## src/rtl/jt6295_chseq.sv

```systemverilog
// jt6295_chseq: four-slot time-multiplexed ADPCM nibble address sequencer.
// Each slot fetches at most one ROM byte for its channel and emits one nibble.
`default_nettype none

module jt6295_chseq #(
  parameter int AW = 18
) (
  input  logic          clk,
  input  logic          rst_n,
  input  logic          cen4,
  input  logic          cen1,
  input  logic [3:0]    start,
  input  logic [3:0]    stop,
  input  logic [AW-1:0] start_addr,
  input  logic [AW-1:0] stop_addr,
  input  logic [3:0]    att,
  output logic [3:0]    busy,
  output logic          zero,
  output logic [AW-1:0] rom_addr,
  output logic          rom_cs,
  input  logic [7:0]    rom_data,
  input  logic          rom_ok,
  output logic [3:0]    nibble,
  output logic [1:0]    nibble_ch,
  output logic [3:0]    nibble_att,
  output logic          nibble_valid,
  output logic          nibble_miss,
  output logic [3:0]    ch_end
);

  logic [1:0]    slot_q, slot_d, fch_q, fch_d, nib_ch_q, nib_ch_d;
  logic [3:0]    start_q, start_d, pending_q, pending_d, busy_q, busy_d;
  logic [AW:0]   ptr_q [4];
  logic [AW:0]   ptr_d [4];
  logic [AW-1:0] end_q [4];
  logic [AW-1:0] end_d [4];
  logic [3:0]    att_q [4];
  logic [3:0]    att_d [4];
  logic          zero_q, zero_d, rom_cs_q, rom_cs_d;
  logic [AW-1:0] rom_addr_q, rom_addr_d;
  logic [3:0]    nib_q, nib_d, nib_att_q, nib_att_d, ch_end_q, ch_end_d;
  logic          nib_valid_q, nib_valid_d, nib_miss_q, nib_miss_d;

  logic [3:0]    pend;
  logic [1:0]    slot_nx;
  logic          load;

  always_comb begin
    slot_d      = slot_q;
    start_d     = start;
    pend        = pending_q | (start & ~start_q);
    pending_d   = pend;
    busy_d      = busy_q;
    ptr_d       = ptr_q;
    end_d       = end_q;
    att_d       = att_q;
    fch_d       = fch_q;
    zero_d      = 1'b0;
    rom_cs_d    = rom_cs_q;
    rom_addr_d  = rom_addr_q;
    nib_d       = nib_q;
    nib_ch_d    = nib_ch_q;
    nib_att_d   = nib_att_q;
    nib_valid_d = 1'b0;
    nib_miss_d  = 1'b0;
    ch_end_d    = 4'b0000;
    slot_nx     = slot_q + 2'd1;
    load        = 1'b0;

    // A slot advance always wins over a ROM answer arriving in the same clk
    if (rom_cs_q) begin
      if (cen4) begin
        rom_cs_d   = 1'b0;
        nib_miss_d = 1'b1;
      end else if (rom_ok) begin
        rom_cs_d    = 1'b0;
        nib_valid_d = 1'b1;
        nib_ch_d    = fch_q;
        nib_att_d   = att_q[fch_q];
        nib_d       = ptr_q[fch_q][0] ? rom_data[3:0] : rom_data[7:4];
        ptr_d[fch_q] = ptr_q[fch_q] + 1'b1;
        if (ptr_q[fch_q][0] && (ptr_q[fch_q][AW:1] == end_q[fch_q])) begin
          busy_d[fch_q]   = 1'b0;
          ch_end_d[fch_q] = 1'b1;
        end
      end
    end

    if (cen4) begin
      slot_d = slot_nx;
      zero_d = (slot_q == 2'd3);
      if (stop[slot_nx]) begin
        busy_d[slot_nx]    = 1'b0;
        pending_d[slot_nx] = 1'b0;
      end else begin
        if (pend[slot_nx] && !busy_q[slot_nx]) begin
          load             = 1'b1;
          ptr_d[slot_nx]   = {start_addr, 1'b0};
          end_d[slot_nx]   = stop_addr;
          att_d[slot_nx]   = att;
          busy_d[slot_nx]  = 1'b1;
        end
        pending_d[slot_nx] = 1'b0;
        if (load || busy_q[slot_nx]) begin
          rom_cs_d   = 1'b1;
          fch_d      = slot_nx;
          rom_addr_d = load ? start_addr : ptr_q[slot_nx][AW:1];
        end
      end
    end
  end

  always_ff @(posedge clk or negedge rst_n) begin
    if (!rst_n) begin
      slot_q      <= 2'd0;
      start_q     <= 4'd0;
      pending_q   <= 4'd0;
      busy_q      <= 4'd0;
      fch_q       <= 2'd0;
      zero_q      <= 1'b0;
      rom_cs_q    <= 1'b0;
      rom_addr_q  <= '0;
      nib_q       <= 4'd0;
      nib_ch_q    <= 2'd0;
      nib_att_q   <= 4'd0;
      nib_valid_q <= 1'b0;
      nib_miss_q  <= 1'b0;
      ch_end_q    <= 4'd0;
      for (int k = 0; k < 4; k++) begin
        ptr_q[k] <= '0;
        end_q[k] <= '0;
        att_q[k] <= 4'd0;
      end
    end else begin
      slot_q      <= slot_d;
      start_q     <= start_d;
      pending_q   <= pending_d;
      busy_q      <= busy_d;
      fch_q       <= fch_d;
      zero_q      <= zero_d;
      rom_cs_q    <= rom_cs_d;
      rom_addr_q  <= rom_addr_d;
      nib_q       <= nib_d;
      nib_ch_q    <= nib_ch_d;
      nib_att_q   <= nib_att_d;
      nib_valid_q <= nib_valid_d;
      nib_miss_q  <= nib_miss_d;
      ch_end_q    <= ch_end_d;
      for (int k = 0; k < 4; k++) begin
        ptr_q[k] <= ptr_d[k];
        end_q[k] <= end_d[k];
        att_q[k] <= att_d[k];
      end
    end
  end

  assign busy         = busy_q;
  assign zero         = zero_q;
  assign rom_addr     = rom_addr_q;
  assign rom_cs       = rom_cs_q;
  assign nibble       = nib_q;
  assign nibble_ch    = nib_ch_q;
  assign nibble_att   = nib_att_q;
  assign nibble_valid = nib_valid_q;
  assign nibble_miss  = nib_miss_q;
  assign ch_end       = ch_end_q;

  a_cen1_aligned: assert property (@(posedge clk) disable iff (!rst_n)
    cen1 |-> (cen4 && slot_q == 2'd3));

endmodule

`default_nettype wire

```

## config.mk

```make
export PLATFORM = sky130hd
export DESIGN_NAME = jt6295_chseq
export DESIGN_NICKNAME = d
export VERILOG_FILES = /design/src/rtl/jt6295_chseq.sv
export SDC_FILE = /design/constraint.sdc
export NUM_CORES = 1
export LEC_CHECK = 0
export CORE_UTILIZATION = 40
export DETAILED_ROUTE_END_ITERATION = 12
export PLACE_DENSITY = 0.61
export SETUP_SLACK_MARGIN = 0.05
export SLEW_MARGIN = 15
export SYNTH_ARGS = -nofsm -noshare
export SYNTH_HDL_FRONTEND = slang
export SYNTH_SLANG_ARGS = --single-unit
```

## constraint.sdc

```tcl
create_clock -name clk -period 3 [get_ports clk]
set_clock_uncertainty 0.2 [all_clocks]
set_input_delay 0.45 -clock clk [delete_from_list [all_inputs] [get_ports clk]]
set_output_delay 0.45 -clock clk [all_outputs]
set_load 0.01 [all_outputs]
```

Word-level counts from Yosys, hierarchy flattened:

Index checks and enable logic that the tools add are counted.

* logic and storage cells: 131
* bits in registers: 216

* eq/ne operators: 2
* add/sub/neg operators: 2
* reductions and logical operators: 11
* bitwise logic cells: 13
* mux-type cells: 69
* order comparisons: 8

Operators by type and width (number)
* $mux W76: 6
* $bwmux W76: 2
* $mux W19: 6
* $bmux W19 S2: 2
* $demux W19 S2: 2
* $bwmux W72: 1
* $mux W18: 4
* $mux W4: 16
* $bmux W18 S2: 1
* $demux W18 S2: 1
* $mux W1: 20
* $add A19 B1 Y19 const B: 1
* $eq A18 B18 Y1: 1
* $and A4 B4 Y4: 4
* $bwmux W16: 1
* $not A4 Y4: 3
* $reduce_and A3 Y1: 3
* $bmux W4 S2: 1
* $demux W4 S2: 1
* $or A4 B4 Y4: 2
* $bmux W1 S2: 3
* $ge A3 B3 Y1 const B: 2
* $logic_and A1 B1 Y1: 6
* $lt A2 B3 Y1 const B: 2
* other kinds (9): 14

Longest topological paths before layout:

Gate-level depths: netlist of run 1.

* depth after elaboration: 14
* gate-level depth with buffers: 12

Worst setup path after synthesis of run 1:

No wires, ideal clock.

* path kind: flip-flop to flip-flop
* from: reg slot_q[0]
* to: reg ptr_q[27] in the netlist's numbering
* arrival time: 2817 ps
* slack: -162 ps
* stages on the path, launching flop included: 12
* cells stage by stage: dfrtp_1 clkbuf_1 inv_1 ha_1 clkbuf_1 mux2i_1 nand2_1 o22a_1 buf_2 nor3_2 clkbuf_1 o221ai_1

RTL lines
* start, declared: line 31 `logic [1:0] slot_q, slot_d, fch_q, fch_d, nib_ch_q, nib_ch_d;`
* start signal, assigned: line 135 `slot_q <= slot_d;`
* end signal, assigned by index: line 150 `ptr_q[k] <= ptr_d[k];`
* end, declared: line 33 `logic [AW:0] ptr_q [4];`

Worst setup path after layout of run 1:

* from: reg fch_q[0]
* to: reg ch_end_q[1], in the netlist ch_end[1]

* longest elaborated chain between the ends: 10

Ends and longest elaborated chain
* start, declared: line 31
* start signal, assigned: line 139 `fch_q <= fch_d;`
* $not A2 Y3 (not written as such): line 82 `if (ptr_q[fch_q][0] && (ptr_q[fch_q][AW:1] == end_q[fch_q])) begin`
* $bmux W19 S2 or $bmux W18 S2 (tied branches): line 82
* $mux W19 (not written as such) or $mux W18 (tied branches) (2 in series): line 82
* $eq A18 B18 Y1: line 82
* $logic_and A1 B1 Y1: line 82
* $mux W4 (*): line 82
* $mux W4 (*): line 75 `end else if (rom_ok) begin`
* $mux W4 (*): line 72 `if (cen4) begin`
* $mux W4 (*): line 71 `if (rom_cs_q) begin`
* net ch_end_d[1]: line 41 `logic [3:0] nib_q, nib_d, nib_att_q, nib_att_d, ch_end_q, ch_end_d;`
* end signal, assigned: line 148 `ch_end_q <= ch_end_d;`
* end, declared: line 41

The timed path passes the listed nets; every way through them passes the cells marked *. The select of a mux whose other input is x is not followed.
A chain may end at the register's enable or synchronous reset.

==> results_tabular.tex, run 1 <==
\begin{tabular}{lr}
\hline
Metric & Value \\
\hline
\multicolumn{2}{l}{\textbf{Clocking}} \\
\quad Clock slew at reported path FFs & 0.06 ns \\
\quad Worst-case clock buffer depth & 3 \\
\quad Clock root buffer & sky130\_fd\_sc\_hd\_\_clkbuf\_16 \\
\quad Number of buffers inserted during clock tree synthesis & 25 \\
\quad TritonCTS Sinks & 216 \\
\quad Clock tree from TritonCTS & yes \\
\quad Clock latency reported for the late side of the worst-skew pair & 0.53 ns \\
\quad CTS H-tree depth & 1 \\
\multicolumn{2}{l}{\textbf{Layout}} \\
\quad Final Util & 50.8\% \\
\quad Number of cells in the finished layout apart from fillers & 1586 \\
\quad Number of diodes & 0 \\
\quad Post-Layout Inst Area & 13700 um2 \\
\quad Net count reported at finish & 1298 \\
\quad Area grow syn2layout & 24.3\% \\
\quad Layout cells sized above 1 & 15.3\% \\
\multicolumn{2}{l}{\textbf{Synthesis}} \\
\quad Area fraction of the dominant cell type after synthesis & 48.9\% \\
\quad Synthesized net count & 1183 \\
\quad Total of flip-flops plus latches after synthesis & 216 \\
\quad Synthesis Warnings & 0 \\
\quad Count of different cell masters after synthesis & 53 \\
\quad Combined area of all synthesized cells & 11100 um2 \\
\quad Cell types occupying the most area after synthesis & sky130\_fd\_sc\_hd\_\_dfrtp\_1 (49\%), sky130\_fd\_sc\_hd\_\_mux4\_2 (12\%), sky130\_fd\_sc\_hd\_\_nand2\_1 (12\%) \\
\quad Top cell type by total area after synthesis & sky130\_fd\_sc\_hd\_\_dfrtp\_1 \\
\quad Prevailing post-synth register cell & sky130\_fd\_sc\_hd\_\_dfrtp\_1 \\
\quad Syn Inst Count & 1116 \\
\quad Share of synthesized area occupied by flip-flops and latches & 48.9\% \\
\quad Number of enable-type register cells in the synthesized netlist & 0 \\
\quad Syn\_area\_per\_cell & 9.90 um2 \\
\quad Proportion of register bits with asynchronous set or reset after synthesis & 100\% \\
\quad Ranking of synthesized cells by instance count & sky130\_fd\_sc\_hd\_\_nand2\_1 (356), sky130\_fd\_sc\_hd\_\_dfrtp\_1 (216), sky130\_fd\_sc\_hd\_\_nor2\_1 (97) \\
\quad Most repeated cell in the gate-level netlist after synthesis & sky130\_fd\_sc\_hd\_\_nand2\_1 \\
\multicolumn{2}{l}{\textbf{Timing}} \\
\quad Final worst hold slack & 0.183 ns \\
\quad Unrepaired setup endpoints after global routing & no \\
\quad Fin. max-slew vios & 0 \\
\quad Max-slew headroom & 67.2\% \\
\quad Highest attainable clock frequency & 0.347 GHz \\
\quad Post-route fraction of the period consumed by the critical path & 96.0\% \\
\quad Final count of hold timing violations & 0 \\
\quad Final critical-path required period & 2.88 ns \\
\quad Setup Viol. Count Final & 0 \\
\quad Slew @ Worst Pin & 0.492 ns \\
\multicolumn{2}{l}{\textbf{Power and ir drop}} \\
\quad Power share of the clock group & 18.3\% \\
\quad Overall power of the completed layout & 16400 uW \\
\quad PD cells & 1190 nW/um2 \\
\quad Power spent charging and discharging nets & 6450 uW \\
\quad Combinational group share of total power & 51.6\% \\
\quad Sequential share of power & 30.1\% \\
\quad Max VDD drop & 0.529 mV \\
\quad Int Power & 9960 uW \\
\quad Static Leakage & 0.00613 uW \\
\quad Switching share of total power & 39.3\% \\
\multicolumn{2}{l}{\textbf{Route}} \\
\quad Number of vias in the routed layout & 8825 \\
\quad Detailed-route DRC error count & 0 \\
\quad Wire length per cell & 20.0 um \\
\quad TritonRoute pass-1 iters & 5 \\
\quad Post-detailed-routing wire length & 31700 um \\
\quad Detail-routed via count per cell & 5.56 \\
\quad Antenna Nets Post-Route & 0 \\
\quad Violation count after the first detailed-route iteration & 775 \\
\multicolumn{2}{l}{\textbf{Global route}} \\
\quad Global-route wire length before repair & 50800 um \\
\quad Via count of the first global-routing pass & 8991 \\
\quad Global-route usage over all layers & 23.0\% \\
\quad Pin count of the biggest net entering global routing & 87 \\
\quad Final global-route overflow total & 0 \\
\quad Number of antenna violations at the first check in global routing & 0 \\
\multicolumn{2}{l}{\textbf{Setup path}} \\
\quad CP endpoint kind & flip-flop \\
\quad Data required time of the critical path & 3.25 ns \\
\quad Category of the most critical setup path & flip-flop to flip-flop \\
\quad Worst endpoint data arrival time & 3.13 ns \\
\quad Crit path max fanout & 15 \\
\quad Sort of element at the start of the critical path & flip-flop \\
\multicolumn{2}{l}{\textbf{Floorplan}} \\
\quad Placeable core region & 27000 um2 \\
\quad Rows & 60 \\
\quad Die Wd & 168 um \\
\quad Total I/O pin count & 101 \\
\quad Die footprint & 28300 um2 \\
\quad Initial core utilization & 40.9\% \\
\quad Die Height & 168 um \\
\multicolumn{2}{l}{\textbf{Run status}} \\
\quad Outcome & complete, no violations \\
\multicolumn{2}{l}{\textbf{Placement}} \\
\quad IO buf count & 99 \\
\quad Half-perimeter wire length after detailed placement & 20300 um \\
\quad Inst Count DP & 1532 \\
\quad Weighted congestion at the end of routability-driven global placement & 0.865 \\
\quad Total cell area at the placement stage & 12700 um2 \\
\multicolumn{2}{l}{\textbf{Worst hold path}} \\
\quad Kind of path behind the tightest hold check & primary input to flip-flop \\
\multicolumn{2}{l}{\textbf{Job}} \\
\quad Count of max-cap constraint violations & 0 \\
\hline
\end{tabular}
## power by group through the flow
stage               logic [uW]  clock network, uW  registers (uW)
finish                    8470               3010            4940
global route              9240               3170            5090
CTS                       8290               3070            4930
detailed placement        8190                  0            4980
global placement          8060                  0            4930
floorplan                 5440                  0            4850
## flip-flops by register name, summed over array words and instances (netlist names), 16 cells and up
name	cells
rom_addr	18
end_q	72
ptr_q	76
att_q	16
## per-layer routing
metal  vias up  wire [um]  track usage [%]
met5         -          0                0
met2       287      15000             37.3
met3        40       1840             3.39
li1       4087          -                -
met1      4411      14300             32.5
met4         0        485             5.34
## final cells by class
class / instances / area (um2)
fillers: 2436 / 13300
well taps: 341 / 427
clock buffers: 35 / 713
flip-flops and latches: 216 / 5410
clock inverters: 6 / 82.6
repair buffers: 165 / 1710
inverters: 9 / 33.8
multi-input cells: 814 / 5370
## per-stage QoR
| step | setup WS, ns | setup TNS [ns] |
|---|---|---|
| 3_5_place_dp | -0.0152 | -0.0152 |
| 4_1_cts | 0.0623 | 0 |
| 2_1_floorplan | 0.0984 | 0 |
| 6_report | 0.120 | 0 |
| 3_3_place_gp | 0.0629 | 0 |
| 5_1_grt | 0.0517 | 0 |
## worst max-delay path, stage by stage, from the launching register on
cell and delay (ns):
sky130_fd_sc_hd__dfrtp_2 0.48, sky130_fd_sc_hd__buf_12 0.19, sky130_fd_sc_hd__buf_4 0.16, sky130_fd_sc_hd__mux4_2 0.51, sky130_fd_sc_hd__xor2_1 0.18, sky130_fd_sc_hd__nor4_2 0.29
sky130_fd_sc_hd__nand2_1 0.20, sky130_fd_sc_hd__or3_4 0.44, sky130_fd_sc_hd__nor2_1 0.12
## path summary, 6_finish.rpt
path,depth (start not counted),to,slack (ns),start
worst max-delay path,8,ch_end[1],0.12,fch_q[0]
worst min-delay path,1,start_q[2],0.18,start[2]
worst max register to register,8,ch_end[1],0.12,fch_q[0]
worst min register to register,2,att_q[13],0.27,att_q[13]
max in group asynchronous,3,start_q[1],1.56,rst_n
min in group asynchronous,2,end_q[40],0.23,rst_n
## cell families after synthesis
| group | after synthesis | share of synthesized area (%) |
|---|---|---|
| adders and majority gates | 6 | 0.679 |
| xor gates and xnor gates | 32 | 2.54 |
| buffers and inverters | 86 | 3.55 |
| and+or+nand+nor | 540 | 20.4 |
| DFF | 216 | 48.9 |
| AOI/OAI and AO/OA | 140 | 8.48 |
| muxes | 96 | 15.5 |
## cell usage in the layout, fill, tap and decap left out, types with 5 or more instances in the layout
cell type,netlist,routed
sky130_fd_sc_hd__buf_4,0,47
sky130_fd_sc_hd__a21o_1,8,8
sky130_fd_sc_hd__buf_12,3,15
sky130_fd_sc_hd__nor2_1,97,96
sky130_fd_sc_hd__mux4_2,60,60
sky130_fd_sc_hd__nor4_1,8,8
sky130_fd_sc_hd__clkbuf_1,55,5
sky130_fd_sc_hd__nand3_1,12,11
sky130_fd_sc_hd__dfrtp_1,216,214
sky130_fd_sc_hd__or3_1,6,5
sky130_fd_sc_hd__nand2_1,356,356
sky130_fd_sc_hd__inv_1,8,8
sky130_fd_sc_hd__clkdlybuf4s50_1,0,98
sky130_fd_sc_hd__nor3_1,25,22
sky130_fd_sc_hd__ha_1,6,5
sky130_fd_sc_hd__o21ai_0,26,26
sky130_fd_sc_hd__a21oi_1,30,30
sky130_fd_sc_hd__mux2i_1,35,35
sky130_fd_sc_hd__o31ai_1,25,25
sky130_fd_sc_hd__o221ai_1,8,8
sky130_fd_sc_hd__xor2_1,24,23
sky130_fd_sc_hd__and3_1,5,5
sky130_fd_sc_hd__xnor2_1,8,7
sky130_fd_sc_hd__clkbuf_8,0,5
sky130_fd_sc_hd__clkbuf_16,0,26
sky130_fd_sc_hd__a211oi_1,16,16
## what timing repair did
action,CTS,global route
cloned,0,1
hold buffers,1,0
pin swaps,0,1
gates resized for setup,2,12
setup buffers,2,9
endpoints found under the setup margin,9,150
hold endpoints to repair,49,0
No activity file was read; power rests on OpenSTA's default activity.
==> inputs of run 2 (changes only) <==
--- a/config.mk
+++ b/config.mk
@@ -6,6 +6,7 @@
 export NUM_CORES = 1
 export LEC_CHECK = 0
 export CORE_UTILIZATION = 40
+export CTS_CLUSTER_SIZE = 25
 export DETAILED_ROUTE_END_ITERATION = 12
 export PLACE_DENSITY = 0.61
 export SETUP_SLACK_MARGIN = 0.05
==> results of run 2 <==
Same layout as run 1: the final DEF is identical, and so are final timing and power.
==> inputs of run 3 (changes only) <==
--- a/config.mk
+++ b/config.mk
@@ -8,6 +8,8 @@
 export CORE_UTILIZATION = 40
 export CTS_CLUSTER_SIZE = 25
 export DETAILED_ROUTE_END_ITERATION = 12
+export GPL_TIMING_DRIVEN = 1
+export MAX_ROUTING_LAYER = met4
 export PLACE_DENSITY = 0.61
 export SETUP_SLACK_MARGIN = 0.05
 export SLEW_MARGIN = 15
==> run 3 against run 2 <==
Against the previous run: final area rose by 0.11%; clock power hardly changed; highest routed layer unchanged; critical path depth is the same; critical endpoint is now ch_end[0]; utilization up 0.055 points; largest cell class unchanged; register-to-register slack about the same; die area stayed put; largest power group unchanged; count of clock-buffer cells in the layout stayed put; hold slack gained 0.00095 ns; maximum frequency grew 0.37%; first-iteration DRC count shrank 1.4%.
==> results_tabular.tex, run 3 (same netlist as run 1, synthesis figures left out) <==
\begin{tabular}{lr}
\hline
Metric & Value \\
\hline
\multicolumn{2}{l}{\textbf{Clocking}} \\
\quad Number of buffers inserted during clock tree synthesis & 25 \\
\quad Worst-case clock buffer depth & 3 \\
\quad Clock root buffer & sky130\_fd\_sc\_hd\_\_clkbuf\_16 \\
\quad TritonCTS Sinks & 216 \\
\quad Clock slew at reported path FFs & 0.06 ns \\
\quad Clock tree from TritonCTS & yes \\
\quad Clock latency reported for the late side of the worst-skew pair & 0.52 ns \\
\quad CTS H-tree depth & 1 \\
\multicolumn{2}{l}{\textbf{Global route}} \\
\quad Number of antenna violations at the first check in global routing & 0 \\
\quad Final global-route overflow total & 0 \\
\quad Via count of the first global-routing pass & 8993 \\
\quad Global-route wire length before repair & 50900 um \\
\quad Pin count of the biggest net entering global routing & 87 \\
\quad Global-route usage over all layers & 23.6\% \\
\multicolumn{2}{l}{\textbf{Layout}} \\
\quad Number of cells in the finished layout apart from fillers & 1584 \\
\quad Largest Register & ptr\_q \\
\quad Number of diodes & 0 \\
\quad Most common cell after layout, fill and taps aside & sky130\_fd\_sc\_hd\_\_nand2\_1 \\
\quad Layout cells sized above 1 & 15.1\% \\
\quad Net count reported at finish & 1296 \\
\quad Highest-count cells in the layout ignoring fill and taps & sky130\_fd\_sc\_hd\_\_nand2\_1 (356), sky130\_fd\_sc\_hd\_\_dfrtp\_1 (214), sky130\_fd\_sc\_hd\_\_clkdlybuf4s50\_1 (98) \\
\quad Area grow syn2layout & 24.4\% \\
\quad Number of flip-flops under the largest register name & 76 \\
\multicolumn{2}{l}{\textbf{Route}} \\
\quad Antenna Nets Post-Route & 0 \\
\quad Wire length per cell & 20.0 um \\
\quad Violation count after the first detailed-route iteration & 764 \\
\quad Detailed-route DRC error count & 0 \\
\quad TritonRoute pass-1 iters & 7 \\
\quad Number of vias in the routed layout & 8826 \\
\quad Post-detailed-routing wire length & 31700 um \\
\quad Detail-routed via count per cell & 5.57 \\
\multicolumn{2}{l}{\textbf{Power and ir drop}} \\
\quad Power spent charging and discharging nets & 6430 uW \\
\quad Power share of the clock group & 18.3\% \\
\quad Int Power & 9990 uW \\
\quad Max VDD drop & 0.533 mV \\
\quad Switching share of total power & 39.2\% \\
\quad Combinational group share of total power & 51.7\% \\
\quad PD cells & 1190 nW/um2 \\
\quad Sequential share of power & 30.1\% \\
\quad Static Leakage & 0.00614 uW \\
\multicolumn{2}{l}{\textbf{Worst hold path}} \\
\quad Worst hold path endpoint & start\_q[2] \\
\quad Kind of path behind the tightest hold check & primary input to flip-flop \\
\quad Hold Crit Depth & 1 \\
\quad Launch instance of the worst min-delay path & start[2] \\
\multicolumn{2}{l}{\textbf{Placement}} \\
\quad IO buf count & 99 \\
\quad Inst Count DP & 1532 \\
\quad Weighted congestion at the end of routability-driven global placement & 0.880 \\
\quad Half-perimeter wire length after detailed placement & 20300 um \\
\multicolumn{2}{l}{\textbf{Timing}} \\
\quad Max-slew headroom & 66.8\% \\
\quad Setup Viol. Count Final & 0 \\
\quad Final worst hold slack & 0.184 ns \\
\quad Fin. max-slew vios & 0 \\
\quad Post-route fraction of the period consumed by the critical path & 95.6\% \\
\quad Final critical-path required period & 2.87 ns \\
\quad Slew @ Worst Pin & 0.498 ns \\
\quad Final count of hold timing violations & 0 \\
\quad Unrepaired setup endpoints after global routing & no \\
\quad Highest attainable clock frequency & 0.349 GHz \\
\multicolumn{2}{l}{\textbf{Floorplan}} \\
\quad Total I/O pin count & 101 \\
\quad Placeable core region & 27000 um2 \\
\quad Die Wd & 168 um \\
\quad Die Height & 168 um \\
\quad Rows & 60 \\
\quad Initial core utilization & 40.9\% \\
\quad Die footprint & 28300 um2 \\
\multicolumn{2}{l}{\textbf{Setup path}} \\
\quad Crit path max fanout & 12 \\
\quad CP endpoint kind & flip-flop \\
\quad Category of the most critical setup path & flip-flop to flip-flop \\
\quad Data required time of the critical path & 3.25 ns \\
\quad R2r startpoint & fch\_q[0] \\
\quad Sort of element at the start of the critical path & flip-flop \\
\quad Destination of the worst register-to-register timing path & ch\_end[0] \\
\quad Worst endpoint data arrival time & 3.12 ns \\
\quad Worst reg2reg path depth & 8 \\
\quad Register-to-register setup slack & 0.13 ns \\
\multicolumn{2}{l}{\textbf{Run status}} \\
\quad Outcome & complete, no violations \\
\multicolumn{2}{l}{\textbf{Job}} \\
\quad Count of max-cap constraint violations & 0 \\
\hline
\end{tabular}
==> run 3: changes by cell type in the layout (fill, tap and decap cells not counted), sizes merged <==
cell,change
buf,-2
==> run 3: power by group through the flow <==
stage / clock, uW / sequential, uW / combinational (uW)
after global routing: 3180 / 5090 / 9260
after global placement: 0 / 4930 / 8060
final: 3000 / 4940 / 8490
after CTS: 3070 / 4930 / 8290
after floorplan: 0 / 4850 / 5440
after detailed placement: 0 / 4980 / 8190
==> run 3: per-stage QoR <==
step | cell area [um2] | setup WS, ns | util, % | TNS, ns | total power [uW]
after global routing | 13800 | 0.0501 | 50.9 | 0 | 17500
after floorplan | 11100 | 0.0984 | - | 0 | 10300
after global placement | 12700 | 0.0629 | 47.1 | 0 | 13000
final | 13800 | 0.131 | 50.9 | 0 | 16400
after CTS | 13600 | 0.0623 | 50.2 | 0 | 16300
after detailed placement | 12700 | -0.0152 | 47.1 | -0.0152 | 13200
==> run 3: layout make-up <==
cell class | instances | area [um2]
fill | 2425 | 13300
sequential | 216 | 5410
multi-input combinational | 814 | 5360
timing repair buffer | 163 | 1730
clock buffer | 35 | 713
tap | 341 | 427
clock inverter | 6 | 82.6
inverter | 9 | 33.8
==> run 3: what timing repair did <==
| action | in CTS | in global routing |
|---|---|---|
| pin swaps | 0 | 1 |
| resized for setup | 2 | 11 |
| endpoints found under the setup margin | 9 | 152 |
| hold buffers | 1 | 0 |
| setup buffers | 2 | 7 |
| endpoints found under the hold margin | 49 | 0 |
| gates cloned | 0 | 1 |
==> run 3: how the worst max path moves through the flow <==
stage	from	to	slack, ns	depth (start not counted)
floorplan	slot_q[0]	ptr_q[12]	0.1	11
global placement	fch_q[0]	ptr_q[30]	0.06	8
detailed placement	fch_q[0]	ptr_q[75]	-0.02	8
CTS	slot_q[0]	ptr_q[48]	0.06	10
global route	fch_q[0]	ch_end[2]	0.05	8
finish	fch_q[0]	ch_end[0]	0.13	8
==> run 3: layer usage <==
metal,wire length [um],global-route usage [%],up-vias
met4,557,5.34,0
li1,-,-,4087
met2,15000,37.4,309
met3,1990,3.41,44
met1,14100,32.3,4386
met5,0,-,-
==> run 3: critical path, stage by stage (launching register included) <==
cell	delay, ns
sky130_fd_sc_hd__dfrtp_2	0.48
sky130_fd_sc_hd__buf_12	0.20
sky130_fd_sc_hd__buf_4	0.16
sky130_fd_sc_hd__mux4_2	0.51
sky130_fd_sc_hd__xor2_1	0.18
sky130_fd_sc_hd__nor4_2	0.29
sky130_fd_sc_hd__nand2_1	0.19
sky130_fd_sc_hd__or3_4	0.44
sky130_fd_sc_hd__nor2_1	0.12
